`src/rtl/smart_lighting_zones_if.sv`:
```
// rtl/smart_lighting_zones_if.sv - sensor/switch inputs and lamp outputs of the zone controller
interface smart_lighting_zones_if #(
  parameter int N_ZONES = 4
);
  localparam int AC_W = $clog2(N_ZONES + 1);

  logic [N_ZONES-1:0] motion;
  logic [N_ZONES-1:0] force_on;
  logic [N_ZONES-1:0] force_off;
  logic [N_ZONES-1:0] light_on;
  logic [N_ZONES-1:0] light_dim;
  logic [AC_W-1:0]    active_count;

  modport master (
    output motion, force_on, force_off,
    input  light_on, light_dim, active_count
  );

  modport slave (
    input  motion, force_on, force_off,
    output light_on, light_dim, active_count
  );
endinterface

```
`src/rtl/smart_lighting_zones.sv`:
```
// rtl/smart_lighting_zones.sv - per-zone motion lighting FSMs with hold-off, dim warning and overrides
module smart_lighting_zones #(
  parameter int N_ZONES     = 4,
  parameter int HOLD_CYCLES = 1000,
  parameter int DIM_CYCLES  = 100,
  localparam int CNT_W      = $clog2(HOLD_CYCLES) + 1
) (
  input  logic                   clk,
  input  logic                   reset_n,
  smart_lighting_zones_if.slave  bus
);

  localparam int AC_W = $clog2(N_ZONES + 1);
  localparam logic [CNT_W-1:0] HOLD_LOAD = CNT_W'(HOLD_CYCLES - 1);
  localparam logic [CNT_W-1:0] DIM_LIM   = CNT_W'(DIM_CYCLES);

  typedef enum logic [1:0] {
    ST_OFF   = 2'b00,
    ST_ARMED = 2'b01,
    ST_ON    = 2'b10,
    ST_HOLD  = 2'b11
  } state_e;

  state_e           state_q [N_ZONES];
  state_e           state_d [N_ZONES];
  logic [CNT_W-1:0] cnt_q   [N_ZONES];
  logic [CNT_W-1:0] cnt_d   [N_ZONES];

  logic [N_ZONES-1:0] on_vec;
  logic [N_ZONES-1:0] dim_vec;
  logic [AC_W-1:0]    act_cnt;

  // Overrides win over motion/timer; every entry into OFF clears the counter.
  always_comb begin
    for (int i = 0; i < N_ZONES; i++) begin
      state_d[i] = state_q[i];
      cnt_d[i]   = cnt_q[i];
      if (bus.force_off[i]) begin
        state_d[i] = ST_OFF;
        cnt_d[i]   = '0;
      end else if (bus.force_on[i]) begin
        state_d[i] = ST_ON;
      end else begin
        case (state_q[i])
          ST_OFF: begin
            if (bus.motion[i]) state_d[i] = ST_ARMED;
          end
          ST_ARMED: begin
            if (bus.motion[i]) begin
              state_d[i] = ST_ON;
            end else begin
              state_d[i] = ST_OFF;
              cnt_d[i]   = '0;
            end
          end
          ST_ON: begin
            if (!bus.motion[i]) begin
              state_d[i] = ST_HOLD;
              cnt_d[i]   = HOLD_LOAD;
            end
          end
          ST_HOLD: begin
            if (bus.motion[i]) begin
              state_d[i] = ST_ON;
            end else if (cnt_q[i] == '0) begin
              state_d[i] = ST_OFF;
              cnt_d[i]   = '0;
            end else begin
              cnt_d[i]   = cnt_q[i] - 1'b1;
            end
          end
          default: begin
            state_d[i] = ST_OFF;
            cnt_d[i]   = '0;
          end
        endcase
      end
    end
  end

  always_ff @(posedge clk or negedge reset_n) begin
    if (!reset_n) begin
      for (int i = 0; i < N_ZONES; i++) begin
        state_q[i] <= ST_OFF;
        cnt_q[i]   <= '0;
      end
    end else begin
      for (int i = 0; i < N_ZONES; i++) begin
        state_q[i] <= state_d[i];
        cnt_q[i]   <= cnt_d[i];
      end
    end
  end

  // Moore decodes only: no combinational path from the inputs to the lamps.
  always_comb begin
    on_vec  = '0;
    dim_vec = '0;
    act_cnt = '0;
    for (int i = 0; i < N_ZONES; i++) begin
      on_vec[i]  = (state_q[i] == ST_ON) || (state_q[i] == ST_HOLD);
      dim_vec[i] = (state_q[i] == ST_HOLD) && (cnt_q[i] < DIM_LIM);
      act_cnt    = act_cnt + AC_W'(on_vec[i]);
    end
  end

  assign bus.light_on     = on_vec;
  assign bus.light_dim    = dim_vec;
  assign bus.active_count = act_cnt;

endmodule

```
`src/flat_wrapper.sv`:
```
// flat-port wrapper written by rule: the top's interface ports become plain ports
module smart_lighting_zones_flat 
#(
  parameter int N_ZONES     = 4,
  parameter int HOLD_CYCLES = 1000,
  parameter int DIM_CYCLES  = 100,
  localparam int CNT_W      = $clog2(HOLD_CYCLES) + 1
)
  (clk, reset_n, bus_motion, bus_force_on, bus_force_off, bus_light_on, bus_light_dim, bus_active_count);
  smart_lighting_zones_if #(.N_ZONES(N_ZONES)) bus_i ();
  input  logic clk;
  input  logic reset_n;
  input wire logic [$bits(bus_i.motion)-1:0] bus_motion;
  input wire logic [$bits(bus_i.force_on)-1:0] bus_force_on;
  input wire logic [$bits(bus_i.force_off)-1:0] bus_force_off;
  output wire logic [$bits(bus_i.light_on)-1:0] bus_light_on;
  output wire logic [$bits(bus_i.light_dim)-1:0] bus_light_dim;
  output wire logic [$bits(bus_i.active_count)-1:0] bus_active_count;
  assign bus_i.motion = bus_motion;
  assign bus_i.force_on = bus_force_on;
  assign bus_i.force_off = bus_force_off;
  assign bus_light_on = bus_i.light_on;
  assign bus_light_dim = bus_i.light_dim;
  assign bus_active_count = bus_i.active_count;
  smart_lighting_zones #(.N_ZONES(N_ZONES), .HOLD_CYCLES(HOLD_CYCLES), .DIM_CYCLES(DIM_CYCLES)) u_core (.clk(clk), .reset_n(reset_n), .bus(bus_i));
endmodule
```
`config.mk`:
```
export PLATFORM = sky130hd
export DESIGN_NAME = smart_lighting_zones_flat
export DESIGN_NICKNAME = d
export VERILOG_FILES = /design/src/rtl/smart_lighting_zones_if.sv /design/src/rtl/smart_lighting_zones.sv /design/src/flat_wrapper.sv
export SDC_FILE = /design/constraint.sdc
export NUM_CORES = 1
export LEC_CHECK = 0
export CAP_MARGIN = 20
export CORE_AREA = 2 2 97 109
export CTS_CLUSTER_DIAMETER = 60
export DETAILED_ROUTE_END_ITERATION = 7
export DIE_AREA = 0 0 99 111
export PLACE_DENSITY = 0.59
export SLEW_MARGIN = 5
export SYNTH_ARGS = -nofsm -noshare
export SYNTH_HDL_FRONTEND = slang
export SYNTH_SLANG_ARGS = --single-unit
```
`constraint.sdc`:
```
create_clock -name clk -period 2.6 [get_ports clk]
set_input_delay 0.26 -clock clk [delete_from_list [all_inputs] [get_ports clk]]
set_output_delay 0.26 -clock clk [all_outputs]
set_load 0.05 [all_outputs]
```
==> flow_summary.yaml <==
floorplan:
  fp-row-count: 39
  die-height_um: 111
  dieWidth_um: 99
  coreArea_um2: 10000
  die_area_um2: 11000
  start_util: 0.340
  ios: 25
detailed_routing:
  routed-via-count: 3124
  top_layer: "met4"
  postRouteAntennaNets: 0
  drt_first_iter_violations: 167
  first_pass_iters: 4
  wl_per_cell_um: 15.1
  dr_wl_met2_um: 3640
  routed-wl-met3_um: 353
  wl_met1_um: 3970
  drc: 0
  avgViaCountPerCell: 5.86
  wl_um: 8070
setup_path:
  worstReg2RegStart: "u_core.cnt_q[22]$_DFFE_PN0P_"
  cp_top_family: "buffers and inverters"
  worstPathRequired_ps: 2340
  start_kind: "flip-flop"
  crit_buf_inv: 1
  arrival_ps: 2140
  r2r_end: "u_core.cnt_q[31]$_DFFE_PN0P_"
  ff2ff_setup_slack_ps: 520
  crit_type: "flip-flop to output pin"
  critPathMaxStageDelay_ps: 800
  worst_path_max_delay_cell: "clkdlybuf4s50_1"
  end_kind: "output pin"
  crit_chain: "o311ai_0 -> and4_1 -> clkdlybuf4s50_1"
  crit_fanout: 8
  worstRegToRegCells: 6
clock_tree:
  cts_buffers: 5
  cts_tree: "yes"
  ctsLongestPathBuffers: 2
  h-tree-depth: 2
  cts_resized: 0
  post_cts.repair.setup_buffers: 0
  cts-root-buf: "clkbuf_16"
  ctsHoldBuffers: 1
  clock_sinks: 52
  clk-insertion-delay-late_ps: 290
  clkTransAtPathRegs_ps: 70
status:
  status: "finished clean"
min_path:
  min_path_type: "primary input to async pin"
placement:
  dp_hpwl_um: 5890
  gp_congestion: 0.841
  placed_area_um2: 3800
  dpl_worst_slack_ps: 477
  port_buffers: 24
timing:
  maxSlewViolCount: 0
  setup_total_negative_slack_ps: 0
  final-hold-violation-count: 0
  setup_violations: 0
  fin_crit_sh: 0.924
  fin_worst_skew_ps: 4.14
  fin_crit_ps: 2400
  rsz0062_at_grt: "false"
  tightest_slew_ps: 725
  max_freq_ghz: 0.416
  fin_ws_ps: 198
  slew-limit-headroom: 0.512
global_route:
  grt_max_degree: 21
  grt_antenna_before_repair: 0
  grt_pass1_wl_um: 13900
  grt_pass1_vias: 2855
  gr-usage-all-layers: 0.151
  grt_overflow: 0
yosys:
  ys_async_sr_fraction: 1.00
  synth_edf_count: 0
  synth_cell_type_count: 66
  syn-cell-area_um2: 3400
  synth_seq_cells: 52
  synth_ff_type: "dfrtp_1"
  synthesis.nets: 408
  ys_seq_area_frac: 0.383
  synth_cells: 387
  syn_area_per_cell_um2: 8.78
  ys_warn_count: 0
pwr:
  power_leakage_uw: 0.00170
  power.density_nw_per_um2: 600
  irDropWorstVdd_mv: 0.304
final_layout:
  final_area_um2: 3990
  syn_to_final_growth_pct: 17.4
  drive_gt1_frac: 0.112
  n_antenna_cell: 0
  fillCellCount: 984
  final_common_cell: "dfrtp_1"
  num-nets-final: 431
  final_cell_mix: "dfrtp_1, o21ai_0, nor2_1"
flow_run:
  cap_violations: 0
==> metal layers <==
| layer | GRT usage | up-vias |
|---|---|---|
| met4 | 0.0402 | 0 |
| met5 | 0 | - |
| met3 | 0.0259 | 12 |
| met1 | 0.220 | 1498 |
| li1 | - | 1542 |
| met2 | 0.232 | 72 |
==> through the flow <==
stage	hold slack [ps]	utilization	power, uW	cells
after floorplan	-35.6	-	1360	387
after global placement	251	0.379	1550	525
after detailed placement	247	0.379	1560	525
after CTS	464	0.399	2420	533
after global routing	503	0.399	2530	533
final	446	0.399	2390	533
==> sequential cells by signal, summed over array words and instances (netlist names) <==
name / count
u_core.state_q: 8
u_core.cnt_q: 44
==> logic make-up after synthesis <==
kind of cell	after synthesis	share of synthesized area
compound gates	133	0.272
xor+xnor	2	0.00515
fa+ha+maj	7	0.0280
buf+inv	40	0.0504
flops	52	0.383
mux	1	0.00294
simple gates	152	0.258
==> cells in the mapped netlist (all sizes together) (3+ instances only) <==
master   n  area, um2
dfrtp   52       1300
o31ai    7       66.3
a32o     3       30.0
a31oi    9       56.3
or2      5       31.3
nor2    28        105
or4      4       33.8
o22ai    3       18.8
ha       6       75.1
or4b     5       53.8
a21boi   3       22.5
nor4     9       83.8
nor3b    7       52.6
nor3    24        120
a221oi   3       26.3
o31a     5       43.8
buf      6       42.5
o21ai   37        185
nand4    3       18.8
clkbuf  17       65.1
nand2   25       93.8
o211ai   4       30.0
a211o    5       43.8
o41ai    5       43.8
inv     17       63.8
o311ai   5       43.8
a21oi   21        105
nor2b    4       25.0
nor4b    5       50.0
or3     11       68.8
nand3   10       50.1
a22o     5       43.8
==> where the power goes <==
group,internal (uW),switching (uW),total (uW)
Clock,547,299,846
Combinational,256,361,616
Sequential,853,77.3,931
Total,1660,737,2390
==> worst register-to-register path, stage by stage, from the launching register on <==
cell and delay (ps):
dfrtp_1 420, inv_1 70, ha_1 220, or4b_1 590, o31ai_4 330, nand2_1 90, a32o_1 250
==> area by class of cell <==
type                            count  area (um2)  area share
Clock buffer                        5         125      0.0313
Sequential cell                    52        1300       0.326
Clock inverter                      2        60.1      0.0150
Multi-Input combinational cell    295        1930       0.483
Tap cell                          123         154      0.0386
Timing Repair Buffer               39         360      0.0903
Inverter                           17        63.8      0.0160
==> how the worst max path moves through the flow <==
stage	slack, ps	end	startpoint	cells past startpoint
floorplan	9	bus_light_dim[3]	u_core.cnt_q[7]$_DFFE_PN0P_	3
global placement	490	u_core.cnt_q[31]$_DFFE_PN0P_	bus_motion[1]	4
detailed placement	480	u_core.cnt_q[5]$_DFFE_PN0P_	bus_force_off[3]	5
CTS	160	bus_light_dim[0]	u_core.cnt_q[36]$_DFFE_PN0P_	3
global route	70	bus_light_dim[0]	u_core.cnt_q[36]$_DFFE_PN0P_	3
finish	200	bus_light_dim[0]	u_core.cnt_q[36]$_DFFE_PN0P_	3
Power figures use the tool's default switching activity.
